===== config.mk =====
export PLATFORM = sky130hd
export DESIGN_NAME = uart_rx
export DESIGN_NICKNAME = d
export VERILOG_FILES = /design/src/rtl/uart_rx.sv
export SDC_FILE = /design/constraint.sdc
export NUM_CORES = 1
export LEC_CHECK = 0
export CORE_MARGIN = 2
export CORE_UTILIZATION = 25
export DETAILED_ROUTE_END_ITERATION = 16
export SKIP_LAST_GASP = 1
export SYNTH_ARGS = -nofsm -noshare
export SYNTH_HDL_FRONTEND = slang
export SYNTH_SLANG_ARGS = --single-unit

===== constraint.sdc =====
create_clock -name i_clk -period 1.7 [get_ports i_clk]
set_input_delay 0.255 -clock i_clk [delete_from_list [all_inputs] [get_ports i_clk]]
set_output_delay 0.255 -clock i_clk [all_outputs]
set_load 0.05 [all_outputs]

===== src/rtl/uart_rx.sv =====
// UART receiver: 2-flop line sync, start-edge detect, mid-bit sampling, single-cycle result strobes.
// Optional even-parity bit enabled by defining UART_RX_PARITY_EN.
module uart_rx #(
  parameter int unsigned CLOCK_RATE     = 50000000,
  parameter int unsigned BAUD_RATE      = 9600,
  parameter int unsigned DATA_BITS      = 8,
  parameter int unsigned CYCLES_PER_BIT = (CLOCK_RATE / BAUD_RATE) - 1
) (
  input  logic                 i_clk,
  input  logic                 i_reset,
  input  logic                 i_rx_w,
  output logic [DATA_BITS-1:0] o_data,
  output logic                 o_valid,
  output logic                 o_busy,
  output logic                 o_frame_err,
  output logic                 o_parity_err
);

  localparam int unsigned TW = $clog2(CYCLES_PER_BIT + 1);
  localparam int unsigned IW = $clog2(DATA_BITS);
  localparam logic [TW-1:0] FULL_TGT = TW'(CYCLES_PER_BIT);
  localparam logic [TW-1:0] HALF_TGT = TW'(((CYCLES_PER_BIT + 1) / 2) - 1);
  localparam logic [IW-1:0] LAST_IDX = IW'(DATA_BITS - 1);

  typedef enum logic [2:0] {
    ST_IDLE   = 3'd0,
    ST_START  = 3'd1,
    ST_DATA   = 3'd2,
`ifdef UART_RX_PARITY_EN
    ST_PARITY = 3'd3,
`endif
    ST_STOP   = 3'd4
  } state_e;

  logic                 meta_q, rx_s_q, rx_d_q;
  state_e               state_q, state_d;
  logic [TW-1:0]        timer_q, timer_d;
  logic [IW-1:0]        idx_q, idx_d;
  logic [DATA_BITS-1:0] shift_q, shift_d;
  logic [DATA_BITS-1:0] data_q, data_d;
  logic                 valid_q, valid_d;
  logic                 ferr_q, ferr_d;
  logic                 busy_q, busy_d;
  logic                 tick_c;
`ifdef UART_RX_PARITY_EN
  logic                 par_bad_q, par_bad_d;
  logic                 perr_q, perr_d;
`endif

  // Line synchroniser; presets to idle-high so reset never looks like a start edge
  always_ff @(posedge i_clk) begin
    if (i_reset) begin
      meta_q <= 1'b1;
      rx_s_q <= 1'b1;
      rx_d_q <= 1'b1;
    end else begin
      meta_q <= i_rx_w;
      rx_s_q <= meta_q;
      rx_d_q <= rx_s_q;
    end
  end

  always_ff @(posedge i_clk) begin
    if (i_reset) begin
      state_q   <= ST_IDLE;
      timer_q   <= '0;
      idx_q     <= '0;
      shift_q   <= '0;
      data_q    <= '0;
      valid_q   <= 1'b0;
      ferr_q    <= 1'b0;
      busy_q    <= 1'b0;
`ifdef UART_RX_PARITY_EN
      par_bad_q <= 1'b0;
      perr_q    <= 1'b0;
`endif
    end else begin
      state_q   <= state_d;
      timer_q   <= timer_d;
      idx_q     <= idx_d;
      shift_q   <= shift_d;
      data_q    <= data_d;
      valid_q   <= valid_d;
      ferr_q    <= ferr_d;
      busy_q    <= busy_d;
`ifdef UART_RX_PARITY_EN
      par_bad_q <= par_bad_d;
      perr_q    <= perr_d;
`endif
    end
  end

  // Half-bit target in ST_START lands subsequent full-bit ticks on bit centres
  always_comb begin
    state_d   = state_q;
    idx_d     = idx_q;
    shift_d   = shift_q;
    data_d    = data_q;
    valid_d   = 1'b0;
    ferr_d    = 1'b0;
`ifdef UART_RX_PARITY_EN
    par_bad_d = par_bad_q;
    perr_d    = 1'b0;
`endif
    tick_c  = (timer_q == ((state_q == ST_START) ? HALF_TGT : FULL_TGT));
    timer_d = ((state_q == ST_IDLE) || tick_c) ? '0 : timer_q + TW'(1);

    case (state_q)
      ST_IDLE: begin
        if (rx_d_q && !rx_s_q) state_d = ST_START;
      end
      ST_START: begin
        if (tick_c) begin
          idx_d   = '0;
          state_d = rx_s_q ? ST_IDLE : ST_DATA;
        end
      end
      ST_DATA: begin
        if (tick_c) begin
          shift_d = {rx_s_q, shift_q[DATA_BITS-1:1]};
          if (idx_q == LAST_IDX) begin
`ifdef UART_RX_PARITY_EN
            state_d = ST_PARITY;
`else
            state_d = ST_STOP;
`endif
          end else begin
            idx_d = idx_q + IW'(1);
          end
        end
      end
`ifdef UART_RX_PARITY_EN
      ST_PARITY: begin
        if (tick_c) begin
          par_bad_d = (^shift_q) ^ rx_s_q;
          state_d   = ST_STOP;
        end
      end
`endif
      ST_STOP: begin
        if (tick_c) begin
          state_d = ST_IDLE;
`ifdef UART_RX_PARITY_EN
          perr_d = par_bad_q;
          if (rx_s_q && !par_bad_q) begin
`else
          if (rx_s_q) begin
`endif
            data_d  = shift_q;
            valid_d = 1'b1;
          end
          ferr_d = !rx_s_q;
        end
      end
      default: state_d = ST_IDLE;
    endcase

    busy_d = (state_d != ST_IDLE);
  end

  assign o_data      = data_q;
  assign o_valid     = valid_q;
  assign o_busy      = busy_q;
  assign o_frame_err = ferr_q;
`ifdef UART_RX_PARITY_EN
  assign o_parity_err = perr_q;
`else
  assign o_parity_err = 1'b0;
`endif

endmodule


After elaboration in Yosys (flattened, before gate mapping)
Index checks and enable logic that the tools add are counted.

Register bits after elaboration: 41. Bits of input ports: 3. Output and inout bits: 12. Word-level logic and storage cells: 47.

Add/sub/neg operators: 2. Bitwise operators: 2. Multiplexer cells: 13. Eq/ne operators: 8. Reduce and logical (&&, ||, !) cells: 11.

Operator list (count): 3-bit two-way mux (8); 13-bit by 1-bit adder with 13-bit output (second input constant) (1); 13-bit == test (1); 13-bit two-way mux (1); 3-bit case mux with 4 select lines (1); 3-bit == test (second input constant) (2); 2-bit inequality test (second input constant) (3); 3-bit case mux with 2 select lines (1); 4-bit AND reduction (1); 3-bit by 1-bit adder with 3-bit output (second input constant) (1); 3-bit by 1-bit == test with 1-bit output (second input constant) (1); 3-bit by 2-bit == test with 1-bit output (second input constant) (1); 3-bit zero test (1); 3-bit AND reduction (1); 3-bit nonzero test (1); 3-bit OR reduction (1); 2-bit two-way mux (1); 1-bit inverter (2); 2-bit AND reduction (1); 2-bit nonzero test (1); 2-bit OR reduction (1); 1-bit logical AND (1); 1-bit zero test (1); 1-bit logical OR (1); 1-bit two-way mux (1).

Longest topological paths before layout
Depth after elaboration: 6. Depth in mapped cells: 7. Depth with buffers taken out: 6.

Worst setup path before layout
Ideal clock, no wire load.

Kind: reg-to-reg. Start point: register timer_q[4]. End point: register timer_q[10]. Arrival: 1.744 ns. Library setup time: 0.130 ns. Buffers on the path: 2. Data required time: 1.570 ns. Period minus slack after synthesis: 1.874 ns. Stages on the path, launching flop included: 7. Slack: -0.174 ns. Cell sequence: dfxtp_1 or4b_4 nor4_4 o21a_1 buf_4 buf_6 nor3_1.

Cells in the longest elaborated chain, start to end: 3. Elaborated cells on any way between the ends: 4. Classes of those cells: 1 x add/sub; 1 x eq/ne; 2 x reduce/logical.

RTL lines: start, declared (RTL line 37) `logic [TW-1:0] timer_q, timer_d;`; start signal, assigned (RTL line 79) `timer_q <= timer_d;`; parallel branches: the longest is 3 deep, another holds 13-bit by 1-bit adder with 13-bit output.

Several ways; the timed one is not identified. A chain may end at the register's enable or synchronous reset.

Worst setup path in the final report
Start point: register timer_q[12]. End point: register state_q[2].

Cells in the longest elaborated chain, start to end: 3. Elaborated cells on any way between the ends: 5. Classes of those cells: 1 x eq/ne; 4 x mux.

RTL lines: 13-bit == test * (RTL line 105) `tick_c = (timer_q == ((state_q == ST_START) ? HALF_TGT : FULL_TGT));`; 3-bit two-way mux, on equally long branches (RTL line 141, 113, 119); 3-bit case mux with 4 select lines * (RTL line 108) `case (state_q)`; end signal, assigned (RTL line 78) `state_q <= state_d;`; end, declared (RTL line 36) `state_e state_q, state_d;`.

Mark *: on every way between the ends. The rest lies on a longest branch, timed or not.

==> flow_metrics.env <==
export IMPL_synth_warnings=0
export IMPL_wl_met3_um=79
export IMPL_synth_edf_count=0
export IMPL_yosysSeqAreaShare_pct=44.5
export IMPL_post_route_cell_area_mm2=0.00262
export IMPL_portBuffers=13
export IMPL_via_per_inst=4.33
export IMPL_ys_seq_elements=41
export IMPL_dieHeight_um=89.9
export IMPL_drv_cap=0
export IMPL_n_fill_cell=746
export IMPL_antenna_cells=0
export IMPL_power_frac_seq_pct=52.3
export IMPL_std_cell_rows=31
export IMPL_worst_slack_ns=-0.0945
export IMPL_clk_path_buf_depth=2
export IMPL_holdWs_ns=0.415
export IMPL_core_area_mm2=0.00721
export IMPL_fmax_ghz=0.557
export IMPL_synth_area_top_cells="dfxtp_1, mux2i_1, nand2b_1"
export IMPL_setup_worst_path_start_class="flop"
export IMPL_dpl_hpwl_mm=2.51
export IMPL_power_w=0.00185
export IMPL_firstDrtPassIters=4
export IMPL_setup_violations=36
export IMPL_critPathCaptureType="flop"
export IMPL_power_share_clock_pct=44.2
export IMPL_comb_power_share_pct=3.6
export IMPL_internal_power_w=0.00147
export IMPL_finalHoldViolations=0
export IMPL_hold_depth=1
export IMPL_syn_avg_cell_area_um2=10.1
export IMPL_gr_total_overflow=0
export IMPL_multiInputGateArea_mm2=0.00110
export IMPL_die_area_mm2=0.00807
export IMPL_utilization_pct=36.3
export IMPL_cts_tree="done"
export IMPL_gp_congestion=0.741
export IMPL_path_max_fanout=4
export IMPL_swShare_pct=20.5
export IMPL_synth_area_mm2=0.00184
export IMPL_vias=1421
export IMPL_holdBufCountCts=0
export IMPL_grt_max_degree=24
export IMPL_synth_cells=183
export IMPL_clock_sinks=41
export IMPL_period_needed_ns=1.79
export IMPL_final_cells=328
export IMPL_finalCritPeriodShare_pct=106
export IMPL_nets=234
export IMPL_cts_buffers=5
export IMPL_drtAntennaViolNets=0
export IMPL_critical_path_max_stage_delay_ns=0.56
export IMPL_cpMaxStageDelayCell="or4b_4"
export IMPL_synth_top_cell_area_share_pct=44.5
export IMPL_drc_errors=0
export IMPL_outcome="finished, violations left"
export IMPL_violations="negative setup slack"
export IMPL_drt_met1_wl_mm=1.83
export IMPL_ctsHtreeMaxLevel=2
export IMPL_skew_ns=0.00229
export IMPL_p_leak_nw=1.05
export IMPL_grt_pass1_wl_mm=6.62
export IMPL_start_util_pct=25.5
export IMPL_crit_type="reg -> reg"
export IMPL_r2r_cells=7
export IMPL_slew_viol_final=0
export IMPL_insertion_delay_ns=0.29
export IMPL_irDropWorstVdd_mv=0.288
export IMPL_yosysTopAreaCell="dfxtp_1"
export IMPL_grt_antenna_before_repair=0
export IMPL_syn_to_final_growth_pct=42.2
export IMPL_synth_net_count=189
export IMPL_route_top_layer_used="met4"
export IMPL_cpMostUsedCell="buf_6"
export IMPL_routed_wl_mm=3.84
export IMPL_dp_cells=315
export IMPL_crit_chain="or4b_4, nor4_4, buf_4, buf_6, o21a_4, buf_6, mux2i_1"
export IMPL_drive_above_1_share_pct=37.1
export IMPL_cp_required_ns=1.92
export IMPL_drt_iter0_markers=72
export IMPL_hold_path_class="reg -> reg"
export IMPL_arrival_ns=2.02
export IMPL_wl_per_cell_um=11.7
export IMPL_synth_async_reset_ratio_pct=0
export IMPL_rsz0062_at_grt="true"
export IMPL_ys_flop_type="dfxtp_1"
export IMPL_clockRootBuffer="clkbuf_8"
export IMPL_power_switching_w=0.000381
export IMPL_grt_usage_pct=10.0
export IMPL_die_w_um=89.9
export IMPL_power_density_mw_per_mm2=708
export IMPL_pin_count=15
export IMPL_yosysUniqueCellTypes=42
export IMPL_place_area_mm2=0.00227
export IMPL_grt_pass1_vias=1399
export IMPL_dr_wl_met2_mm=1.89
export IMPL_regArea_um2=826
export IMPL_clkTransAtPathRegs_ns=0.08
state kept, by name (all words and copies together), names as in the netlist, 3 cells and up:
name and cells:
idx_q 3, o_data 8, state_q 3, timer_q 13
shift_q 8
cells by family after synthesis:
family	synth area share [%]
muxes	12.0
other	0.203
adders and majority gates	2.04
AOI/OAI and AO/OA	5.70
buffers and inverters	3.87
and+or+nand+nor	26.9
xor gates and xnor gates	4.75
DFF	44.5
power groups by stage:
stage,clock (W),combinational [W],sequential [W]
after CTS,0.000852,0.0000624,0.000969
after global routing,0.000895,0.0000719,0.000971
after global placement,0,0.0000601,0.000992
after detailed placement,0,0.0000598,0.000992
final,0.000820,0.0000662,0.000969
after floorplan,0,0.0000335,0.000996
synth_stat cells, types with 2 or more instances:
library cell / n
and3_1: 3
buf_4: 2
buf_6: 2
clkbuf_1: 6
dfxtp_1: 41
ha_1: 3
inv_1: 3
mux2i_1: 21
nand2_1: 9
nand2b_1: 22
nand3_1: 3
nand3b_1: 2
nand4_1: 4
nor2_1: 5
nor2b_1: 2
nor3_1: 13
nor3b_1: 4
nor4_1: 3
nor4bb_1: 2
or2_2: 3
xnor2_1: 5
xor2_1: 5
timing repair:
action                                  in CTS  in global routing
gates cloned                                 1                  0
pin swaps                                    5                  9
resized for setup                           13                 23
buffers inserted                             2                  2
endpoints found under the setup margin      38                 38
worst max-delay path, delay by kind of cell, from the launching register on:
| family | cells | cell delay [ns] |
|---|---|---|
| AND/OR/NAND/NOR | 2 | 0.70 |
| multiplexers | 1 | 0.16 |
| AO/OA/AOI/OAI | 1 | 0.16 |
| flip-flops | 1 | 0.33 |
| buffers and inverters | 3 | 0.39 |
worst paths after layout:
check | from | endpoint | slack, ns
worst max-delay path | timer_q[12]$_SDFF_PP0_ | state_q[2]$_SDFF_PP0_ | -0.09
worst min-delay path | meta_q$_SDFF_PP1_ | rx_s_q$_SDFF_PP1_ | 0.41
worst max register to register | timer_q[12]$_SDFF_PP0_ | state_q[2]$_SDFF_PP0_ | -0.09
worst min register to register | meta_q$_SDFF_PP1_ | rx_s_q$_SDFF_PP1_ | 0.41
stage by stage:
| step | TNS [ns] | setup slack [ns] |
|---|---|---|
| floorplan | -2.75 | -0.104 |
| global placement | -2.81 | -0.137 |
| detailed placement | -3.62 | -0.160 |
| CTS | -1.51 | -0.0904 |
| global route | -3.96 | -0.146 |
| finish | -2.01 | -0.0945 |
cell type report:
cell class / instances / share of cell area [%]
multi-input cells: 129 / 42.1
flip-flops and latches: 41 / 31.5
repair buffers: 48 / 16.7
well taps: 99 / 4.73
clock buffers: 6 / 3.15
clock inverters: 2 / 1.43
inverters: 3 / 0.430
placed cells by master (no fill, tap or decap), types with 2 or more instances in the layout:
cell	instances
dfxtp_1	37
buf_4	37
nand2b_1	22
mux2i_1	21
nand2_1	9
nor3_2	8
clkbuf_8	6
xnor2_1	5
xor2_1	5
nor2_1	4
nand4_1	4
dfxtp_2	4
or2_2	3
nor4_1	3
inv_1	3
nand3_1	3
nor3_4	3
ha_1	3
clkdlybuf4s50_1	3
buf_6	3
nand3b_1	2
nor3b_1	2
nor3b_2	2
nor3_1	2
nor2b_1	2
o2111ai_4	2
nor4bb_1	2
and3_1	2
buf_12	2
buf_8	2
routing by layer:
| layer | global-route usage (%) | vias to the layer above |
|---|---|---|
| met3 | 2.26 | 4 |
| met2 | 16.0 | 17 |
| met1 | 13.4 | 658 |
| met4 | 3.46 | 0 |
| met5 | 0 | - |
| li1 | - | 742 |
Note: power is estimated with default switching activity, not from simulation.
